`config.mk`:
```
export PLATFORM = sky130hd
export DESIGN_NAME = serial_receiver
export DESIGN_NICKNAME = d
export VERILOG_FILES = /design/src/rtl/serial_receiver.sv
export SDC_FILE = /design/constraint.sdc
export NUM_CORES = 1
export LEC_CHECK = 0
export ABC_AREA = 1
export BUFFER_PORTS_ARGS = -buffer_cell sky130_fd_sc_hd__buf_2
export CAP_MARGIN = 20
export CELL_PAD_IN_SITES_DETAIL_PLACEMENT = 1
export CELL_PAD_IN_SITES_GLOBAL_PLACEMENT = 2
export CORE_MARGIN = 2
export CORE_UTILIZATION = 29
export CTS_CLUSTER_DIAMETER = 80
export DETAILED_ROUTE_END_ITERATION = 16
export PLACE_DENSITY_LB_ADDON = 0.1
export SKIP_CTS_REPAIR_TIMING = 1
export SYNTH_ARGS = -nofsm -noshare
export SYNTH_HDL_FRONTEND = slang
export SYNTH_SLANG_ARGS = --single-unit
```
`constraint.sdc`:
```
create_clock -name clk -period 1 [get_ports clk]
set_input_delay 0.1 -clock clk [delete_from_list [all_inputs] [get_ports clk]]
set_output_delay 0.1 -clock clk [all_outputs]
set_load 0.1 [all_outputs]
```
`src/rtl/serial_receiver.sv`:
```
// Single-wire serial receiver: start, DATA_BITS data bits (LSB first), parity, stop.
// Define SERIAL_RX_PARITY_CHECK_EN to build the parity comparison and drive parity_err.
module serial_receiver #(
   parameter int DATA_BITS    = 7,
   parameter int CLKS_PER_BIT = 1
) (
   input  logic                 clk,
   input  logic                 rstn,
   input  logic                 serial_in,
   output logic [DATA_BITS-1:0] data_out,
   output logic                 valid,
   output logic                 parity_err,
   output logic                 frame_err,
   output logic                 busy
);

   localparam int H  = CLKS_PER_BIT / 2;
   localparam int CW = (CLKS_PER_BIT > 1) ? $clog2(CLKS_PER_BIT) : 1;
   localparam int BW = (DATA_BITS > 1) ? $clog2(DATA_BITS) : 1;
   localparam logic [CW-1:0] BIT_END   = CW'(CLKS_PER_BIT - 1);
   localparam logic [CW-1:0] START_END = CW'((H > 0) ? H - 1 : 0);
   localparam logic [BW-1:0] LAST_BIT  = BW'(DATA_BITS - 1);

   typedef enum logic [2:0] {IDLE, START, DATA, PARITY, STOP, BREAK} state_e;

   state_e               state_q, state_d;
   logic [CW-1:0]        cnt_q, cnt_d;
   logic [BW-1:0]        bit_q, bit_d;
   logic [DATA_BITS-1:0] shift_q, shift_d;
   logic [DATA_BITS-1:0] data_q, data_d;
   logic                 valid_q, valid_d;
   logic                 ferr_q, ferr_d;
   logic                 tick;
`ifdef SERIAL_RX_PARITY_CHECK_EN
   logic                 par_q, par_d;
   logic                 perr_q, perr_d;
`endif

   // START waits H edges for the mid-bit re-check; every later sample is one full bit apart
   assign tick = (cnt_q == ((state_q == START) ? START_END : BIT_END));

   always_comb begin
      state_d = state_q;
      cnt_d   = tick ? '0 : cnt_q + 1'b1;
      bit_d   = bit_q;
      shift_d = shift_q;
      data_d  = data_q;
      valid_d = 1'b0;
      ferr_d  = 1'b0;
`ifdef SERIAL_RX_PARITY_CHECK_EN
      par_d   = par_q;
      perr_d  = 1'b0;
`endif
      case (state_q)
         IDLE: begin
            cnt_d = '0;
            bit_d = '0;
            // with H=0 the start re-check is this very sample
            if (!serial_in) state_d = (H == 0) ? DATA : START;
         end
         START: begin
            if (tick) state_d = serial_in ? IDLE : DATA;
         end
         DATA: begin
            if (tick) begin
               shift_d[bit_q] = serial_in;
               if (bit_q == LAST_BIT) begin
                  bit_d   = '0;
                  state_d = PARITY;
               end else begin
                  bit_d = bit_q + 1'b1;
               end
            end
         end
         PARITY: begin
            if (tick) begin
`ifdef SERIAL_RX_PARITY_CHECK_EN
               par_d = serial_in;
`endif
               state_d = STOP;
            end
         end
         STOP: begin
            if (tick) begin
               if (serial_in) begin
                  data_d  = shift_q;
                  valid_d = 1'b1;
`ifdef SERIAL_RX_PARITY_CHECK_EN
                  perr_d  = (^shift_q) ^ par_q;
`endif
                  state_d = IDLE;
               end else begin
                  ferr_d  = 1'b1;
                  state_d = BREAK;
               end
            end
         end
         BREAK: begin
            cnt_d = '0;
            if (serial_in) state_d = IDLE;
         end
         default: state_d = IDLE;
      endcase
   end

   always_ff @(posedge clk or negedge rstn) begin
      if (!rstn) begin
         state_q <= IDLE;
         cnt_q   <= '0;
         bit_q   <= '0;
         shift_q <= '0;
         data_q  <= '0;
         valid_q <= 1'b0;
         ferr_q  <= 1'b0;
`ifdef SERIAL_RX_PARITY_CHECK_EN
         par_q   <= 1'b0;
         perr_q  <= 1'b0;
`endif
      end else begin
         state_q <= state_d;
         cnt_q   <= cnt_d;
         bit_q   <= bit_d;
         shift_q <= shift_d;
         data_q  <= data_d;
         valid_q <= valid_d;
         ferr_q  <= ferr_d;
`ifdef SERIAL_RX_PARITY_CHECK_EN
         par_q   <= par_d;
         perr_q  <= perr_d;
`endif
      end
   end

   assign data_out  = data_q;
   assign valid     = valid_q;
   assign frame_err = ferr_q;
   assign busy      = (state_q != IDLE);
`ifdef SERIAL_RX_PARITY_CHECK_EN
   assign parity_err = perr_q;
`else
   assign parity_err = 1'b0;
`endif

endmodule
```
==> impl_metrics.csv <==
group,metric,value,unit
run_status,status,"finished, violations left",
run_status,violations,"setup timing",
clock_tree,cts_tree,"done",
yosys,syn_area,1010,um^2
layout,mostFrequentLayoutCells,"nand2_1, buf_4, dfrtp_1, inv_1, buf_12",
detailed_routing,drc,0,
yosys,synth_cell_types,19,
setup_path,critPathLaunch,"state_q[2]",
layout,finalInstanceArea,1520,um^2
setup_path,r2r_cells,7,
setup_path,r2r_slack,-0.31,ns
global_route,grt_max_degree,23,
timing,setup-tns-final,-3.63,ns
timing,post-route-period-util,1.34,
clock_tree,clk_path_buf_depth,2,
setup_path,critPathRequiredTime,0.90,ns
setup_path,timing.rr.end,"shift_q[2]",
power_and_ir_drop,p_per_area,3650,nW/um^2
setup_path,setup.worst_path.class,"reg2out",
global_route,grt_antenna_before_repair,0,
global_route,grt_pass1_wl,4110,um
clock_tree,h-tree-depth,1,
job,drv_cap,0,
clock_tree,cts_sinks,22,
clock_tree,clock_latency,0.30,ns
layout,area_delta_synth_final,50.7,%
global_route,grt_pass1_vias,882,
floorplan,rows,21,
layout,drive_above_1_share,0.437,
detailed_routing,drt-total-wl,2350,um
timing,setup_slack,-0.338,ns
floorplan,die_h,62.9,um
floorplan,die_x,62.9,um
setup_path,worstPathCellList,"nor2_4 > buf_6 > nand2_4 > buf_12",
setup_path,critPathTopFamily,"flip-flops",
floorplan,boundaryPins,14,
place,gp_congestion,0.813,
detailed_routing,detail-route-antenna-nets,0,
power_and_ir_drop,cellLeakagePower,0.000738,uW
yosys,ys_seq_area_frac,0.547,
timing,max_freq,747,MHz
setup_path,critPathCaptureType,"output port",
detailed_routing,vias,853,
yosys,synth_nets,122,
timing,skew,0.00197,ns
setup_path,cpMaxStageDelayCell,"dfrtp_2",
yosys,ys_ff_latch,22,
floorplan,start_util,0.302,
setup_path,cp.buffers_inverters,2,
clock_tree,cts_inserted_buffers,3,
yosys,ys.warnings.count,0,
timing,period_needed,1.34,ns
clock_tree,clk_pin_slew,0.12,ns
layout,final_common_cell,"nand2_1",
hold_path,min-delay-path-class,"in2reg",
detailed_routing,viasPerCell,4.33,
clock_tree,clock-root-buffer,"clkbuf_4",
global_route,grtUsageTotal,0.132,
setup_path,cpPeakStageDelay,0.46,ns
timing,setup_viol,29,
layout,num_antenna_cells,0,
global_route,overflow,0,
setup_path,start_kind,"flip-flop",
setup_path,crit_arrival,1.24,ns
floorplan,die_area,3960,um^2
power_and_ir_drop,max-vdd-ir-drop,1.33,mV
setup_path,timing.rr.start,"state_q[2]",
detailed_routing,drt_iter0_drc,13,
setup_path,crit_cells,4,
place,placed_area,1350,um^2
layout,layout.nets,156,
timing,rsz0062_at_grt,"true",
setup_path,cp_max_fo,4,
place,io_buffers,12,
timing,finalHoldViolations,0,
detailed_routing,drtPass1Iterations,4,
yosys,post_synth.cell_area_avg,8.46,um^2
floorplan,core_area,3340,um^2
yosys,syn_inst,119,
place,dp_hpwl,1770,um
detailed_routing,wire_per_inst,11.9,um
setup_path,cp-endpoint,"busy",
timing,slew_violations,0,
## area by class of cell
type	instances	area, um^2
inverters	13	53.8
repair buffers	33	378
clock buffers	3	22.5
fillers	406	1820
well taps	46	57.6
multi-input cells	80	444
flip-flops and latches	22	562
## cell usage after synthesis (all sizes together)
cell type  count  area [um^2]
dfrtp         22          551
a21oi          2         10.0
nand4          1         6.26
nor2          13         71.3
buf            4         25.0
conb           1         3.75
o22ai          1         6.26
nand3         10         50.1
inv           13         48.8
o21ai         10         65.1
nand2         42          170
## worst reg2reg max path, cell delays in order, from the launching register on
cell and delay (ns):
dfrtp_2 0.46, nor2_4 0.16, buf_4 0.16, nand2_8 0.08
nor2_4 0.18, nand2_2 0.08, nand2_1 0.06, nand2_1 0.05
## layer usage
metal  part of all wire  wire length [um]  GRT usage  vias to the layer above
met3              0.037                88     0.0234                        2
met5                  0                 0          0                        -
met4             0.0077                18     0.0500                        0
li1                   -                 -          -                      436
met2               0.49              1150      0.206                       13
met1               0.47              1100      0.180                      402
## per-stage QoR
stage,utilization,hold slack (ns),instances,total power [uW],setup WS [ns]
global placement,0.405,0.0984,185,4600,-0.115
CTS,0.412,-0.252,188,5100,-0.418
floorplan,-,-0.196,119,3510,-0.0504
finish,0.455,0.137,197,5540,-0.338
global route,0.455,0.148,197,5950,-0.414
detailed placement,0.405,0.0962,185,4680,-0.162
## how the worst min path moves through the flow
stage / startpoint / end / slack, ns / cells after the start
6_report: serial_in / state_q[0] / 0.14 / 4
5_1_grt: serial_in / state_q[0] / 0.15 / 4
4_1_cts: rstn / shift_q[6] / -0.25 / 1
3_5_place_dp: rstn / shift_q[6] / 0.1 / 1
3_3_place_gp: rstn / shift_q[6] / 0.1 / 1
2_1_floorplan: rstn / bit_q[0] / -0.20 / 0
## sequential cells by signal (all words and copies together), names as in the netlist
register	cells
bit_q	3
data_out	7
frame_err	1
shift_q	7
state_q	3
valid	1
## power breakdown
group	internal [uW]	total [uW]	switching, uW
Combinational	1400	3540	2140
Clock	141	401	261
Sequential	1280	1600	319
Total	2820	5540	2720
## cell families (layout without fill, tap and decap cells)
kind of cell	after synthesis	in the layout	synth area share
compound gates	13	13	0.0807
buf+inv	17	49	0.0733
flops	22	22	0.547
other cells	1	1	0.00372
simple gates	66	66	0.296
Power figures use the tool's default switching activity.
